<file path="config.mk">
export PLATFORM = sky130hd
export DESIGN_NAME = alu_share_arbiter
export DESIGN_NICKNAME = d
export VERILOG_FILES = /design/src/rtl/alu_share_arbiter_pkg.sv /design/src/rtl/alu_share_arbiter_rr_arb2.sv /design/src/rtl/alu_share_arbiter.sv
export SDC_FILE = /design/constraint.sdc
export NUM_CORES = 1
export LEC_CHECK = 0
export CAP_MARGIN = 20
export CORE_MARGIN = 3
export CORE_UTILIZATION = 25
export CTS_CLUSTER_SIZE = 8
export DETAILED_ROUTE_END_ITERATION = 10
export PLACE_DENSITY_LB_ADDON = 0.08
export SYNTH_ARGS = -nofsm -noshare
export SYNTH_HDL_FRONTEND = slang
export SYNTH_HIERARCHICAL = 1
export SYNTH_SLANG_ARGS = --single-unit
</file>
<file path="constraint.sdc">
create_clock -name clk -period 2.36 [get_ports clk]
set_input_delay 0.472 -clock clk [delete_from_list [all_inputs] [get_ports clk]]
set_output_delay 0.472 -clock clk [all_outputs]
set_load 0.02 [all_outputs]
</file>
<file path="src/rtl/alu_share_arbiter_pkg.sv">
// Shared definitions for the ALU sharing arbiter: opcode encoding,
// default widths and requester port identifiers.
package alu_pkg;

  localparam int unsigned DATA_W_DEF = 32;
  localparam int unsigned TAG_W_DEF  = 4;
  localparam int unsigned CNT_W_DEF  = 16;

  typedef enum logic [2:0] {
    OP_ADD = 3'd0,
    OP_SUB = 3'd1,
    OP_AND = 3'd2,
    OP_OR  = 3'd3,
    OP_XOR = 3'd4,
    OP_SRA = 3'd5,
    OP_SRL = 3'd6,
    OP_SLT = 3'd7
  } alu_op_e;

  // Requester identifiers; also the encoding of the arbiter pointer/grant.
  localparam logic PORT_EXE = 1'b0;
  localparam logic PORT_BR  = 1'b1;

endpackage

</file>
<file path="src/rtl/alu_share_arbiter_rr_arb2.sv">
// Two-way round-robin grant. The pointer selects the favoured port under
// contention and moves to the other port whenever a grant is accepted.
module rr_arb2
  import alu_pkg::*;
(
  input  logic       clk,
  input  logic       rst_n,
  input  logic [1:0] i_valid,
  input  logic       i_accept,
  output logic       o_grant_valid,
  output logic       o_grant
);

  logic r_ptr;

  // Grant the only requester, or the pointer's port when both request.
  always_comb begin
    o_grant_valid = |i_valid;
    o_grant       = PORT_EXE;
    if (i_valid == 2'b11) begin
      o_grant = r_ptr;
    end else if (i_valid[1]) begin
      o_grant = PORT_BR;
    end
  end

  // Pointer hands priority to the other port after each accepted grant.
  always_ff @(posedge clk or negedge rst_n) begin
    if (!rst_n) begin
      r_ptr <= PORT_EXE;
    end else if (i_accept) begin
      r_ptr <= ~o_grant;
    end
  end

endmodule

</file>
<file path="src/rtl/alu_share_arbiter.sv">
// Shares one combinational ALU between the execute stage (port 0) and the
// branch/compare helper (port 1). The result lands in a one-entry output
// stage that is returned to the issuing port with its tag.
module alu_share_arbiter
  import alu_pkg::*;
#(
  parameter int unsigned DATA_W = DATA_W_DEF,
  parameter int unsigned TAG_W  = TAG_W_DEF,
  parameter int unsigned CNT_W  = CNT_W_DEF
) (
  input  logic              clk,
  input  logic              rst_n,
  input  logic              req0_valid,
  output logic              req0_ready,
  input  logic [2:0]        req0_op,
  input  logic [DATA_W-1:0] req0_a,
  input  logic [DATA_W-1:0] req0_b,
  input  logic [TAG_W-1:0]  req0_tag,
  input  logic              req1_valid,
  output logic              req1_ready,
  input  logic [2:0]        req1_op,
  input  logic [DATA_W-1:0] req1_a,
  input  logic [DATA_W-1:0] req1_b,
  input  logic [TAG_W-1:0]  req1_tag,
  output logic [2:0]        alu_op,
  output logic [DATA_W-1:0] alu_operand_a,
  output logic [DATA_W-1:0] alu_operand_b,
  input  logic [DATA_W-1:0] alu_result,
  output logic              rsp0_valid,
  input  logic              rsp0_ready,
  output logic              rsp1_valid,
  input  logic              rsp1_ready,
  output logic [DATA_W-1:0] rsp_data,
  output logic [TAG_W-1:0]  rsp_tag,
  output logic [CNT_W-1:0]  grant_cnt0,
  output logic [CNT_W-1:0]  grant_cnt1
);

  logic              w_grant_valid;
  logic              w_grant;
  logic              w_owner_ready;
  logic              w_can_accept;
  logic              w_accept;
  logic [TAG_W-1:0]  w_grant_tag;

  logic              r_stage_valid;
  logic              r_owner;
  logic [DATA_W-1:0] r_rsp_data;
  logic [TAG_W-1:0]  r_rsp_tag;
  logic [CNT_W-1:0]  r_cnt0;
  logic [CNT_W-1:0]  r_cnt1;

  // The stage can take a new op when empty or when it drains this cycle.
  assign w_owner_ready = (r_owner == PORT_BR) ? rsp1_ready : rsp0_ready;
  assign w_can_accept  = !r_stage_valid || w_owner_ready;
  assign w_accept      = w_can_accept && w_grant_valid;

  rr_arb2 u_arb (
    .clk           (clk),
    .rst_n         (rst_n),
    .i_valid       ({req1_valid, req0_valid}),
    .i_accept      (w_accept),
    .o_grant_valid (w_grant_valid),
    .o_grant       (w_grant)
  );

  assign req0_ready = w_accept && (w_grant == PORT_EXE);
  assign req1_ready = w_accept && (w_grant == PORT_BR);

  // Route the granted port's fields to the ALU; port 0 when idle.
  always_comb begin
    alu_op        = req0_op;
    alu_operand_a = req0_a;
    alu_operand_b = req0_b;
    w_grant_tag   = req0_tag;
    if (w_grant_valid && (w_grant == PORT_BR)) begin
      alu_op        = req1_op;
      alu_operand_a = req1_a;
      alu_operand_b = req1_b;
      w_grant_tag   = req1_tag;
    end
  end

  // Output stage: refill on accept, otherwise empty after a drain.
  always_ff @(posedge clk or negedge rst_n) begin
    if (!rst_n) begin
      r_stage_valid <= 1'b0;
      r_owner       <= PORT_EXE;
      r_rsp_data    <= '0;
      r_rsp_tag     <= '0;
    end else if (w_accept) begin
      r_stage_valid <= 1'b1;
      r_owner       <= w_grant;
      r_rsp_data    <= alu_result;
      r_rsp_tag     <= w_grant_tag;
    end else if (r_stage_valid && w_owner_ready) begin
      r_stage_valid <= 1'b0;
    end
  end

  // Per-port accepted-request counters, saturating at all-ones.
  always_ff @(posedge clk or negedge rst_n) begin
    if (!rst_n) begin
      r_cnt0 <= '0;
      r_cnt1 <= '0;
    end else begin
      if (req0_ready && (r_cnt0 != '1)) r_cnt0 <= r_cnt0 + CNT_W'(1);
      if (req1_ready && (r_cnt1 != '1)) r_cnt1 <= r_cnt1 + CNT_W'(1);
    end
  end

  assign rsp0_valid = r_stage_valid && (r_owner == PORT_EXE);
  assign rsp1_valid = r_stage_valid && (r_owner == PORT_BR);
  assign rsp_data   = r_rsp_data;
  assign rsp_tag    = r_rsp_tag;
  assign grant_cnt0 = r_cnt0;
  assign grant_cnt1 = r_cnt1;

endmodule
</file>
==> results.md, run 1 <==
- Syn avg cell area: 10.1 sq um
- Area grow syn2layout: 98.7%
- Most used routing layer: met2
- RSZ-0062 raised after global routing: yes
- Syn. warnings: 6
- DR iter-0 viols: 154
- 1st-pass router iterations: 4
- Most numerous cell in the Yosys netlist: nand2_1
- Cell area after layout: 7890 sq um
- Skew final: 0.00769 ns
- DPL Wire Length: 14.4 mm
- Register area share after synthesis: 44.7%
- Max-slew headroom: 64.6%
- Slowest-stage cell, CP: dfrtp_1
- Initial Utilization: 25.8%
- Clk buf depth: 2
- Cells after Synth: 393
- #FFs+latches synth: 71
- Clock buffer count from CTS: 9
- DRC: 0
- Max-cap violations: 0
- Core ar.: 15400 sq um
- CP startpoint kind: flip-flop
- Largest net degree at the start of global routing: 41
- ANT nets after route: 0
- Placer congestion estimate: 0.865
- Via density: 4.46
- Met2 Usage GRT: 37.6%
- Area post-placement: 7540 sq um
- I/O Buffers: 318
- RR Startpoint: u_arb/r_ptr
- Final Power: 5750 uW
- Async SR Flop Fraction: 100%
- Biggest area consumer among synthesized cells: dfrtp_1
- Multi-input gate area: 2210 sq um
- CTS tree: built
- Top FF cell, synth: dfrtp_1
- CP Cell Sequence: nand2b_4, and2_4, nand2_8, buf_12, buf_16, mux2_2, buf_2
- FF/Latch Area: 1780 sq um
- Crit path DAT: 1.84 ns
- GR Util met3: 6.72%
- CTS root buf: clkbuf_16
- Post-Syn Area: 3970 sq um
- # setup viols final: 0
- Number of flops mapped to enable cells by yosys: 0
- Fillers: 1421
- Row count: 45
- M1 GR Usage: 22.0%
- Avg WL per Cell: 19.1 microns
- Height of the die: 132 microns
- Vias in the first global route: 4592
- Slowest stage delay, CP: 0.38 ns
- Crit path kind: reg2out
- Critical path required time: 1.89 ns
- Highest Clock Rate: 433 MHz
- Die ar.: 17400 sq um
- Hold buffers post-CTS: 0
- Top-area cell type share of the netlist area: 44.7%
- Vias: 4247
- Initial antenna violation count: 3
- Static Leak: 0.00352 uW
- Worst reg2reg setup slack: 0.36 ns
- Mapped Nets: 575
- Clock Sinks: 71
- Layout cells sized above 1: 26.7%
- First-pass GRT wire length: 27.4 mm
- Cell depth of the worst flop-to-flop path: 10
- Final layout net count: 914
- Reg clk slew, reported paths: 0.06 ns
- Status: finished, final reports clean
- Worst-path fanout max: 5
- Die W: 132 microns
- CP Capture Type: output port
- Final hold vios: 0
- Top cells by area, synth: dfrtp_1, mux2_2, nand2_1
- Htree depth: 3
- Global Route Usage Sum: 20.5%
- Final min period: 2.31 ns
- Hold crit path type: in2async
- Synth cell count leaders: nand2_1, dfrtp_1, mux2_2
- Setup TNS: 0 ns
- Post-Route WL: 18.1 mm
- Worst skew pair latency: 0.33 ns
- Synth unique cells: 43
- End of the worst register-to-register path: grant_cnt1[1]
- Ports: 319
- Gr ovfl total: 0
- Pwr per Cell Area: 729 nW/um^2
- VDD IR-drop max: 0.328 mV
- Slew at the pin with the worst max-slew slack: 0.531 ns
- Fin. max-slew vios: 0
- Period utilization: 98.0%
registers in the layout, summed over array words and instances (netlist names):
signal / flops
grant_cnt0: 16
grant_cnt1: 16
r_owner: 1
r_stage_valid: 1
rsp_data: 32
rsp_tag: 4
u_arb/r_ptr: 1
report_power, final:
group / leakage (uW) / switching [uW] / internal, uW / total [uW]
clock: 0.000150 / 534 / 933 / 1470
combinational: 0.00248 / 1230 / 1310 / 2540
sequential: 0.000886 / 252 / 1490 / 1740
cell type report:
cell class / count / share of cell area [%]
Clock buffer: 10 / 2.90
Inverter: 4 / 0.190
Multi-Input combinational cell: 301 / 28.0
Clock inverter: 6 / 1.17
Antenna cell: 4 / 0.127
Tap cell: 211 / 3.35
Timing Repair Buffer: 345 / 41.8
Sequential cell: 71 / 22.5
worst max-delay path by stage:
stage                      from                end  slack (ns)  depth (start not counted)
floorplan            req1_valid          alu_op[0]        0.06                          5
global placement     req0_valid  alu_operand_b[18]       -0.70                          6
detailed placement   req0_valid  alu_operand_b[18]       -0.69                          6
CTS                 u_arb/r_ptr  alu_operand_a[30]       -0.07                          7
global route        u_arb/r_ptr   alu_operand_a[2]       -0.02                          7
finish              u_arb/r_ptr  alu_operand_a[20]        0.05                          7
through the flow:
| step | hold WS, ns | instances | util, % | worst slack, ns |
|---|---|---|---|---|
| floorplan | 0.176 | 393 | - | 0.0600 |
| global placement | 0.458 | 924 | 49.1 | -0.701 |
| detailed placement | 0.461 | 924 | 49.1 | -0.695 |
| CTS | 0.131 | 950 | 51.3 | -0.0688 |
| global route | 0.150 | 951 | 51.3 | -0.0231 |
| finish | 0.119 | 952 | 51.3 | 0.0479 |
routing by layer:
metal / wire length (microns) / up-vias
met1: 6680 / 2008
met4: 414 / 0
li1: - / 2037
met5: 0 / -
met2: 9570 / 180
met3: 1480 / 22
cells in the final DEF (no fill, tap or decap), drive strengths merged, types with 2 or more instances in the layout:
cell type and n:
a21o 2, and2 4, and3 6, and4 3
buf 96, bufinv 2, clkbuf 11, clkdlybuf4s50 246
clkinvlp 2, dfrtp 71, diode 4, ha 2
inv 6, mux2 71, mux2i 5, nand2 113
nand3 15, nand4 12, nor2 6, nor3 6
nor4 6, nor4b 2, o21ai 7, or2 2
xnor2 14, xor2 14
logic make-up after synthesis:
| kind of cell | Yosys count | share of synthesized area, % |
|---|---|---|
| AOI/OAI and AO/OA | 16 | 3.21 |
| xor gates and xnor gates | 28 | 6.18 |
| adders and majority gates | 2 | 0.630 |
| buffers and inverters | 22 | 2.71 |
| DFF | 71 | 44.7 |
| muxes | 76 | 21.5 |
| and+or+nand+nor | 178 | 21.0 |
critical path: cells and delay by family (launching register included):
kind	cells	cell delay (ns)
buffers and inverters	3	0.38
flip-flops	1	0.38
multiplexers	1	0.33
AND/OR/NAND/NOR	3	0.42
repair_timing:
item / CTS / global route
endpoints found under the setup margin: 69 / 41
cloned: 5 / 0
buffers inserted: 5 / 2
resized for setup: 325 / 20
pin swaps: 1 / 4
No activity file was read; power rests on OpenSTA's default activity.
==> run 2: changes to the inputs <==
clock period = 2.4 ns   (was 2.36 ns; I/O delays follow)
==> results.md, run 2 (synthesis gave the netlist of run 1 again) <==
- CTS root buf: clkbuf_16
- Crit path DAT: 1.86 ns
- Sw frac: 36.4%
- Placer congestion estimate: 0.894
- Row count: 45
- Placed Cells incl. Taps: 924
- Final min period: 2.34 ns
- Ports: 319
- Hold crit path type: in2async
- Fillers: 1437
- I/O Buffers: 318
- Static Leak: 0.00343 uW
- Area grow syn2layout: 94.2%
- Clock buffer count from CTS: 9
- Via density: 4.46
- Worst skew pair latency: 0.33 ns
- Hold buffers post-CTS: 0
- Skew final: 0.00471 ns
- Slew at the pin with the worst max-slew slack: 0.485 ns
- Clock Sinks: 71
- First-pass GRT wire length: 27.2 mm
- VDD IR-drop max: 0.290 mV
- Final layout net count: 913
- Reg clk slew, reported paths: 0.06 ns
- Highest Clock Rate: 428 MHz
- Clk buf depth: 2
- Avg WL per Cell: 18.8 microns
- Die W: 132 microns
- Max-slew headroom: 67.6%
- DPL Wire Length: 14.4 mm
- Post-Route WL: 17.8 mm
- # setup viols final: 0
- Worst reg2reg setup slack: 0.44 ns
- Final Power: 5380 uW
- DRC: 0
- Minimum hold slack: 0.106 ns
- Initial antenna violation count: 2
- Final hold vios: 0
- CP Capture Type: output port
- Htree depth: 3
- Pwr per Cell Area: 698 nW/um^2
- Int Pwr: 3420 uW
- P_sw: 1960 uW
- Global Route Usage Sum: 20.3%
- Vias: 4236
- Worst-path fanout max: 8
- Final cell count without fillers: 949
- Critical path required time: 1.92 ns
- Core ar.: 15400 sq um
- Die ar.: 17400 sq um
- Most frequent cells in the layout: clkdlybuf4s50_1, nand2_1, dfrtp_1
- Height of the die: 132 microns
- Sequential Power Share: 31.9%
- Commonest non-fill, non-tap cell in the layout: clkdlybuf4s50_1
- Status: finished, final reports clean
- Clock Power Share: 22.8%
- Largest net degree at the start of global routing: 37
- Fin. max-slew vios: 0
- Final core utilization: 50.2%
- DR iter-0 viols: 133
- CP startpoint kind: flip-flop
- Initial Utilization: 25.8%
- FF/Latch Area: 1780 sq um
- Vias in the first global route: 4530
- RSZ-0062 raised after global routing: yes
- Multi-input gate area: 2150 sq um
- Comb pwr share: 45.3%
- CTS tree: built
- Max FFs per register: 32
- ANT nets after route: 0
- Max-cap violations: 0
- Crit path kind: reg2out
- Gr ovfl total: 0
- Period utilization: 97.4%
- Layout cells sized above 1: 26.8%
- 1st-pass router iterations: 4
-- run 2: changes by cell type in the layout (fill, tap and decap cells not counted), sizes merged --
| cell | delta |
|---|---|
| clkbuf | -1 |
| nand2 | -1 |
| clkinvlp | +1 |
| diode | -2 |
| bufinv | -2 |
| buf | -1 |
| inv | -2 |
| clkdlybuf4s15 | +1 |
| clkinv | +4 |
-- run 2: path summary, 6_finish.rpt --
check                                    from                 to  cells after the start
max in group asynchronous               rst_n      grant_cnt0[6]                      2
worst max-delay path              u_arb/r_ptr  alu_operand_a[20]                      7
worst min-delay path                    rst_n        rsp_data[3]                      1
worst max register to register  grant_cnt1[0]      grant_cnt1[1]                      5
worst min register to register    rsp_data[5]        rsp_data[5]                      2
min in group clk                   req0_valid        u_arb/r_ptr                      3
-- run 2: metrics by stage --
step                      setup TNS [ns]  cell area [sq um]  setup slack, ns
after floorplan                        0               3970           0.0840
after global placement            -43.56               7540           -0.677
after detailed placement          -43.64               7540           -0.679
after CTS                         -0.936               7750          -0.0736
after global routing            -0.00787               7710         -0.00787
final                                  0               7710           0.0614
-- run 2: final cells by class --
| cell class | count | share of cell area (%) |
|---|---|---|
| Timing Repair Buffer | 345 | 41.8 |
| Clock inverter | 7 | 0.649 |
| Sequential cell | 71 | 23.0 |
| Clock buffer | 9 | 2.92 |
| Inverter | 4 | 0.195 |
| Multi-Input combinational cell | 300 | 27.9 |
| Tap cell | 211 | 3.42 |
| Antenna cell | 2 | 0.0649 |
-- run 2: repair_timing --
item | 4_1_cts | 5_1_grt
resized for setup | 306 | 11
endpoints found under the setup margin | 69 | 46
gates cloned | 3 | 0
pin swaps | 1 | 3
buffers inserted | 5 | 1
-- run 2: metal layers --
| layer | GRT usage (%) | wire (microns) | share of wire [%] |
|---|---|---|---|
| met2 | 36.5 | 9440 | 53 |
| met1 | 21.8 | 6480 | 36 |
| met5 | 0 | 0 | 0 |
| met4 | 7.18 | 415 | 2.3 |
| met3 | 7.37 | 1500 | 8.4 |
-- run 2: worst max-delay path: stages, from the launching register on --
cell and delay, ns:
dfrtp_1 0.39, nand2b_4 0.14, and2_4 0.15, nand2_8 0.13, buf_6 0.14, buf_4 0.10
mux2_2 0.31, buf_2 0.16
-- run 2: power by group through the flow --
stage,clock (uW),sequential [uW],combinational [uW]
floorplan,0,2010,812
global placement,0,1720,2480
detailed placement,0,1730,2490
CTS,1270,1720,2500
global route,1330,1760,2610
finish,1230,1710,2440
